[config.mk]
export PLATFORM = sky130hd
export DESIGN_NAME = logpwr_pixel
export DESIGN_NICKNAME = d
export VERILOG_FILES = /design/src/rtl/logpwr_pixel_pkg.sv /design/src/rtl/logpwr_pixel_log2_approx.sv /design/src/rtl/logpwr_pixel.sv
export SDC_FILE = /design/constraint.sdc
export NUM_CORES = 1
export LEC_CHECK = 0
export BUFFER_PORTS_ARGS = -buffer_cell sky130_fd_sc_hd__buf_4
export CORE_ASPECT_RATIO = 0.75
export CORE_MARGIN = 10
export CORE_UTILIZATION = 55
export DETAILED_ROUTE_END_ITERATION = 12
export GPL_ROUTABILITY_DRIVEN = 0
export GPL_TIMING_DRIVEN = 0
export PLACE_DENSITY = 0.71
export SYNTH_ARGS = -nofsm -noshare
export SYNTH_HDL_FRONTEND = slang
export SYNTH_SLANG_ARGS = --single-unit
[constraint.sdc]
create_clock -name i_clk -period 9.56 [get_ports i_clk]
set_input_delay 2.868 -clock i_clk [delete_from_list [all_inputs] [get_ports i_clk]]
set_output_delay 2.868 -clock i_clk [all_outputs]
set_load 0.005 [all_outputs]
[src/rtl/logpwr_pixel_pkg.sv]
// -----------------------------------------------------------------------------
// logpwr_pixel_pkg
// Shared constants and width helpers for the log-power pixel front end.
//   pw_of(iw)  : power width 2*IW+1, wide enough for re^2+im^2 with no overflow
//   ew_of(iw)  : exponent width, clog2 of the power width
//   lw_of(iw,f): log value width, exponent plus F fractional bits
//   sw_of(lw)  : signed width for the offset subtraction, at least LW+2 and
//                wide enough to hold any 32-bit integer offset
//   PIX_*      : pixel width and saturation limits
// -----------------------------------------------------------------------------
package logpwr_pixel_pkg;

    localparam int PIX_W   = 8;
    localparam int PIX_MIN = 0;
    localparam int PIX_MAX = 255;

    function automatic int pw_of(input int iw);
        return 2 * iw + 1;
    endfunction

    function automatic int ew_of(input int iw);
        return $clog2(2 * iw + 1);
    endfunction

    function automatic int lw_of(input int iw, input int f);
        return $clog2(2 * iw + 1) + f;
    endfunction

    function automatic int sw_of(input int lw);
        return (lw + 2 > 34) ? lw + 2 : 34;
    endfunction

endpackage

[src/rtl/logpwr_pixel_log2_approx.sv]
// -----------------------------------------------------------------------------
// log2_approx
// Combinational piecewise-linear log2 of an unsigned value.
//   i_pow  : unsigned input value
//   o_exp  : index of the most significant set bit (0 when i_pow is zero)
//   o_frac : the F bits directly below that MSB, zero-padded on the right
//            when fewer than F bits exist below it
//   o_zero : i_pow == 0, the exponent/fraction are meaningless then
// {o_exp, o_frac} is the log2 value with F fractional bits.
// -----------------------------------------------------------------------------
module log2_approx #(
    parameter int PW = 33,
    parameter int F  = 3,
    parameter int EW = $clog2(PW)
) (
    input  logic [PW-1:0] i_pow,
    output logic [EW-1:0] o_exp,
    output logic [F-1:0]  o_frac,
    output logic          o_zero
);

    // Ascending scan: the highest set bit is the last one to write the
    // outputs, so it wins. The fraction window is taken relative to it.
    always_comb begin
        // NOTE: every output gets a default before the loop so no path
        // leaves it unassigned, otherwise a latch is inferred.
        o_exp  = '0;
        o_frac = '0;
        for (int i = 0; i < PW; i++) begin
            if (i_pow[i]) begin
                o_exp  = EW'(i);
                o_frac = '0;
                for (int j = 0; j < F; j++) begin
                    if (i - 1 - j >= 0) begin
                        o_frac[F-1-j] = i_pow[i-1-j];
                    end
                end
            end
        end
    end

    assign o_zero = ~|i_pow;

endmodule

[src/rtl/logpwr_pixel.sv]
// -----------------------------------------------------------------------------
// logpwr_pixel
// Converts complex FFT bins into 8-bit log-power pixel indices for the
// false-colour spectrogram map. Four-stage valid/ready pipeline:
//   S1: re^2, im^2         S2: P = re^2 + im^2
//   S3: L = log2(P) (F fractional bits), zero flag
//   S4: clamp(L - OFFSET, 0, 255), forced to 0 when P == 0
// All stages advance on a single global enable ce = !o_valid || i_ready.
// Ports:
//   i_clk, i_reset : clock, synchronous active-high reset
//   i_valid/o_ready: input handshake, i_re/i_im signed components, i_last
//   o_valid/i_ready: output handshake, o_pixel, o_last (frame marker)
// -----------------------------------------------------------------------------
module logpwr_pixel
    import logpwr_pixel_pkg::*;
#(
    parameter int IW     = 16,
    parameter int LGFRAC = 3,
    parameter int OFFSET = 0
) (
    input  logic             i_clk,
    input  logic             i_reset,
    input  logic             i_valid,
    output logic             o_ready,
    input  logic [IW-1:0]    i_re,
    input  logic [IW-1:0]    i_im,
    input  logic             i_last,
    output logic             o_valid,
    input  logic             i_ready,
    output logic [PIX_W-1:0] o_pixel,
    output logic             o_last
);

    localparam int PW = pw_of(IW);
    localparam int EW = ew_of(IW);
    localparam int LW = lw_of(IW, LGFRAC);
    localparam int SW = sw_of(LW);

    // ---------------- handshake ----------------
    logic ce;
    logic v1_q, v2_q, v3_q, v4_q;

    assign ce      = !v4_q || i_ready;
    assign o_ready = ce;
    assign o_valid = v4_q;

    // ---------------- stage registers ----------------
    logic [2*IW-1:0]    sq_re_q, sq_im_q;
    logic               last1_q;
    logic [PW-1:0]      pow_q;
    logic               last2_q;
    logic [LW-1:0]      lg_q;
    logic               zero3_q;
    logic               last3_q;
    logic [PIX_W-1:0]   pix_q;
    logic               last4_q;

    // ---------------- next-state logic ----------------
    logic signed [2*IW-1:0] sq_re_s, sq_im_s;
    logic [2*IW-1:0]        sq_re_d, sq_im_d;
    logic [PW-1:0]          pow_d;
    logic [EW-1:0]          exp_w;
    logic [LGFRAC-1:0]      frac_w;
    logic                   zero_w;
    logic [LW-1:0]          lg_d;
    logic signed [SW-1:0]   diff_d;
    logic [PIX_W-1:0]       pix_d;

    // Signed products evaluated at 2*IW bits: the largest magnitude,
    // (-2^(IW-1))^2 = 2^(2IW-2), fits without wrapping and is non-negative.
    assign sq_re_s = $signed(i_re) * $signed(i_re);
    assign sq_im_s = $signed(i_im) * $signed(i_im);
    assign sq_re_d = sq_re_s;
    assign sq_im_d = sq_im_s;

    // One extra bit absorbs the carry of the sum.
    assign pow_d = {1'b0, sq_re_q} + {1'b0, sq_im_q};

    log2_approx #(
        .PW (PW),
        .F  (LGFRAC),
        .EW (EW)
    ) u_log2 (
        .i_pow  (pow_q),
        .o_exp  (exp_w),
        .o_frac (frac_w),
        .o_zero (zero_w)
    );

    assign lg_d = {exp_w, frac_w};

    // Zero-extend L into a signed field wide enough that the subtraction
    // of any offset cannot wrap.
    assign diff_d = $signed({{(SW-LW){1'b0}}, lg_q}) - SW'(OFFSET);

    always_comb begin
        pix_d = PIX_W'(PIX_MIN);
        if (zero3_q) begin
            pix_d = PIX_W'(PIX_MIN);
        end else if (diff_d < $signed(SW'(PIX_MIN))) begin
            pix_d = PIX_W'(PIX_MIN);
        end else if (diff_d > $signed(SW'(PIX_MAX))) begin
            pix_d = PIX_W'(PIX_MAX);
        end else begin
            pix_d = diff_d[PIX_W-1:0];
        end
    end

    // ---------------- control and output registers ----------------
    // o_ready equals ce, so an input is accepted exactly when i_valid is
    // sampled with ce high; reset drops any input offered alongside it.
    always_ff @(posedge i_clk) begin
        // NOTE: sequential state uses non-blocking assignments so every
        // register samples the pre-edge values of its neighbours.
        if (i_reset) begin
            v1_q    <= 1'b0;
            v2_q    <= 1'b0;
            v3_q    <= 1'b0;
            v4_q    <= 1'b0;
            pix_q   <= '0;
            last4_q <= 1'b0;
        end else if (ce) begin
            v1_q    <= i_valid;
            v2_q    <= v1_q;
            v3_q    <= v2_q;
            v4_q    <= v3_q;
            pix_q   <= pix_d;
            last4_q <= last3_q;
        end
    end

    // ---------------- datapath registers ----------------
    // NOTE: datapath registers carry no reset; their contents are only
    // observed while the matching valid bit is set, and leaving the reset
    // out keeps the wide registers as plain enable flops.
    always_ff @(posedge i_clk) begin
        if (ce) begin
            sq_re_q <= sq_re_d;
            sq_im_q <= sq_im_d;
            last1_q <= i_last;
            pow_q   <= pow_d;
            last2_q <= last1_q;
            lg_q    <= lg_d;
            zero3_q <= zero_w;
            last3_q <= last2_q;
        end
    end

    assign o_pixel = pix_q;
    assign o_last  = last4_q;

endmodule

**Word-level counts from Yosys, hierarchy flattened**

Index checks and enable logic that the tools add are counted.

- Equality and inequality tests: 0
- $lt $le $gt $ge: 2
- Reductions and logical operators: 4
- Shift operators: 0
- Multiplexer cells: 66
- $add $sub $neg: 1
- $mul: 2
- Div/mod/pow operators: 0
- Bitwise operators: 0

Operators with widths:

| cell | count |
|---|---|
| $mux 3 | 36 |
| $mux 5 | 16 |
| $mul 16x16->32 | 2 |
| $add 32x32->33 | 1 |
| $reduce_or 33->1 | 1 |
| $mux 4 | 8 |
| $mux 8 | 3 |
| $gt 9x8->1 const B | 1 |
| $lt 9x1->1 const B | 1 |
| $mux 2 | 2 |
| $logic_not 1->1 | 2 |
| $logic_or 1x1->1 | 1 |
| $mux 1 | 1 |

- Bits in latches: 0
- ROM bits: 0
- Input port bits: 37
- Word-level logic and storage cells: 90
- Memories: 0
- Register bits: 123
- Output and inout bits: 11
- RAM bits: 0

**Longest topological paths before layout**

- Word-level depth: 32
- Mapped depth: 26
- Gate-level depth less buffers: 24

**Hierarchy**

Synthesis repeated with hierarchy kept, for this count alone.

- Cell total of the unflattened synthesis: 2499
- Area, all modules: 23902.9 um^2

Modules (own cells, without submodules):

| module | times used | cells an instance | sequential area each (um^2) | area an instance (um^2) |
|---|---|---|---|---|
| logpwr_pixel | 1 | 2282 | 3503.4 | 22668.0 |
| log2_approx | 1 | 217 | 0.0 | 1234.9 |

**Worst setup path after synthesis**

No wires, ideal clock.

- Path kind: input to register
- From: input port i_im[15]
- To: register sq_im_q[31], data pin
- Stages on the path: 25
- Data required time: 9294 ps
- Path buffers: 3
- Library setup time: 266 ps
- Data arrival time: 8650 ps
- Path slack: 643 ps
- Path through: clkbuf_1 > clkbuf_1 > nand2_1 > fa_1 > inv_1 > fa_1 > inv_1 > fa_1 > inv_1 > fa_1 > inv_1 > fa_1 > inv_1 > fa_1 > ha_1 > clkbuf_1 > a21o_1 > a21o_1 > a21o_1 > a211oi_1 > o21ai_1 > a211oi_1 > a21oi_1 > mux2i_1 > nand4_1

- Word-level cells in the longest chain between the ends: 1

RTL lines:

| what | line | text |
|---|---|---|
| start: declaration | logpwr_pixel.sv:26 | `input logic [IW-1:0] i_im,` |
| $mul 16x16->32 | logpwr_pixel.sv:72 | `assign sq_im_s = $signed(i_im) * $signed(i_im);` |
| via sq_im_d[31] | logpwr_pixel.sv:60 | `logic [2*IW-1:0] sq_re_d, sq_im_d;` |
| end signal: assignment | logpwr_pixel.sv:139 | `sq_im_q <= sq_im_d;` |
| end: declaration | logpwr_pixel.sv:48 | `logic [2*IW-1:0] sq_re_q, sq_im_q;` |

The timed path passes the listed nets, and every way through them passes these cells.
A chain may end at the register's enable or synchronous reset.

**Worst setup path in the final report**

- From: input port i_im[9]
- To: register sq_im_q[31], data pin

Same word-level chain as after synthesis.

==> metrics.cfg <==
[floorplan]
fp.coreArea_sq_um=42500
initial_utilization=0.562
die_width_um=261
io_pins=48
die-area_sq_um=52200
die_h_um=200
rows=65

[setup_path]
cp_max_fo=10
critPathKind=in -> reg
slowest_stage=fa_1
reg2reg_depth=10
worstSetupStartpoint=i_im[9]
crit_arrival_ns=9.38
end_kind=flip-flop
regToRegStartpoint=sq_re_q[3]$_DFFE_PP_
path_common_cell=fa_1
r2r_slack_ns=6.32
worst_path_largest_cell_delay_ns=0.57
reg2reg_to=pow_q[31]$_DFFE_PP_
worstSetupStartpointType=input port
worst_ep_required_time_ns=9.71
worstPathCellList=buf_4, clkbuf_1, nand2_1, fa_1, inv_1, fa_1, inv_1, fa_1, inv_1, fa_1, inv_1, fa_1, inv_1, fa_1, ha_1, or3_1, a21oi_1, nor3_1, a211oi_1, o21ai_1, a211oi_1, a21oi_1, mux2i_1, nand4_1
crit_path_end=sq_im_q[31]$_DFFE_PP_

[sta]
slew_headroom=0.389
worst_slew_pin_slew_ns=0.916
setup_viol=0
skew_ns=0.00840
max_freq_mhz=108
rsz0062_at_grt=yes
finalSetupTns_ns=0
period_share=0.966
drv_slew=0
hold_violations=0
hold_slack_ns=0.436
fin_crit_ns=9.24

[final_layout]
area_delta_synth_final_pct=6.75
n_fill_cell=3665
diodes=0
fin_area_sq_um=25500
layout.nets=3279
drive_gt1_frac=0.0430

[cts]
cts_tree=yes
clk_latency_ns=0.42
cts_buffer_depth=2
clkTransAtPathRegs_ns=0.06
root_buffer=clkbuf_16
cts_max_level=4
postCtsSetupBuffers=0
cts_buffers=17
cts_sinks=121

[grt]
grt_use_total=0.203
grt_pass1_vias=18000
grt_pass1_wl_um=87200
overflow=0
grt_antenna_before_repair=0
grt_start_max_net_pins=72

[logic_synthesis]
syn-mean-instance-area_sq_um=9.51
synth.most_common_cell=inv_1
synth-seq-cells=121
synth_flop_cell=edfxtp_1
synth_nets=3218
yosysSeqAreaShare=0.147
yosysWarnings=0
synthesis.area_sq_um=23900
synthTopCellsByCount=668 x inv_1, 479 x fa_1, 192 x ha_1, 173 x nand2_1, 143 x nor2_1
synth.distinct_cells=68
async_flop_share=0
synth_edf_count=108
netlist_instances=2510
ys_top_cells_by_area=fa_1 40%, edfxtp_1 14%, inv_1 11%
yosys.area.top_type=fa_1
yosysTopAreaCellShare=0.402

[placed_design]
hpwl_um=43200
port_buffers=42
dpl-instance-area_sq_um=24900

[hold_path]
whs_path_depth=0
hold_path.class=reg -> reg
min-delay-start=last2_q$_DFFE_PP_

[detailed_routing]
via_per_inst=5.38
routedWlPerCell_um=15.9
drc=0
drt-initial-drc-count=1307
drt-pass1-iter-count=6
num_vias=17000
antenna_left=0
drt_wl_total_um=50000

[job]
cap_violations=0

[outcome]
status=completed

-- registers in the layout (all words and copies together), names as in the netlist, 8 cells and up --
signal   count
o_pixel      8
pow_q       33
sq_im_q     31
sq_re_q     31
lg_q         9
-- per-layer routing --
layer	vias to the layer above	global-route usage	routed length, um
met2	585	0.321	23600
li1	7804	-	-
met5	-	0	0
met3	61	0.0417	4120
met1	8502	0.288	21700
met4	0	0.0334	597
-- layout make-up --
cell class                 count  area [sq um]  share of cell area
timing repair buffer          43           335              0.0132
inverter                     668          2510              0.0985
tap                          569           712              0.0279
clock buffer                  17           425              0.0167
sequential                   121          3500               0.138
clock inverter                15           115             0.00452
multi-input combinational   1645         17600               0.690
buffer                        75           298              0.0117
-- timing repair --
| item | CTS | global route |
|---|---|---|
| resized for setup | 4 | 20 |
| hold endpoints to repair | 0 | 0 |
| hold buffers | 0 | 0 |
| pin swaps | 0 | 0 |
| endpoints found under the setup margin | 3 | 8 |
-- how the worst min path moves through the flow --
stage	end	slack, ns
after floorplan	last2_q$_DFFE_PP_	0.40
after detailed placement	last3_q$_DFFE_PP_	0.41
after CTS	last3_q$_DFFE_PP_	0.44
final	last3_q$_DFFE_PP_	0.44
after global routing	last3_q$_DFFE_PP_	0.46
after global placement	last2_q$_DFFE_PP_	0.41
-- critical path: cells and delay by family --
family | cells | cell delay, ns
simple gates | 4 | 0.87
buf+inv | 7 | 0.92
compound gates | 5 | 1.33
fa+ha+maj | 7 | 3.21
mux | 1 | 0.17
-- cells in the final DEF (no fill, tap or decap), types with 7 or more instances in the layout --
cell type	count
a211oi_1	11
xnor2_1	77
a31oi_1	8
nand3_1	21
and3_1	11
buf_4	42
fa_1	479
inv_6	7
a21oi_1	105
clkbuf_16	17
nor2b_1	22
and2_1	108
o21bai_1	16
o21a_1	16
o21ai_0	46
nor2_1	143
dfxtp_1	13
nand2b_1	24
nand2_1	173
xor2_1	19
clkbuf_1	62
o211ai_1	10
ha_1	192
nand4_1	8
nor3_1	37
nor4_1	9
a21o_1	25
inv_1	667
clkbuf_2	12
edfxtp_1	108
-- metrics by stage --
stage	utilization	setup slack [ns]	cells
2_1_floorplan	-	0.643	2510
3_3_place_gp	0.586	-0.440	3121
3_5_place_dp	0.587	-0.601	3122
4_1_cts	0.600	0.0470	3154
5_1_grt	0.600	-0.0176	3153
6_report	0.600	0.323	3153
-- cell families (layout without fill, tap and decap cells) --
logic type,Yosys count,after routing,share of synthesized area
XOR/XNOR,96,96,0.0352
AND/OR/NAND/NOR,580,580,0.117
AO/OA/AOI/OAI,294,294,0.0796
flip-flops,121,121,0.147
buffers and inverters,744,818,0.117
multiplexers,4,4,0.00178
adder cells (fa/ha/maj),671,671,0.503
Power is left out: the tool's default activity adds up to more than one toggle a clock period on the data nets, which glitch-free logic cannot reach.
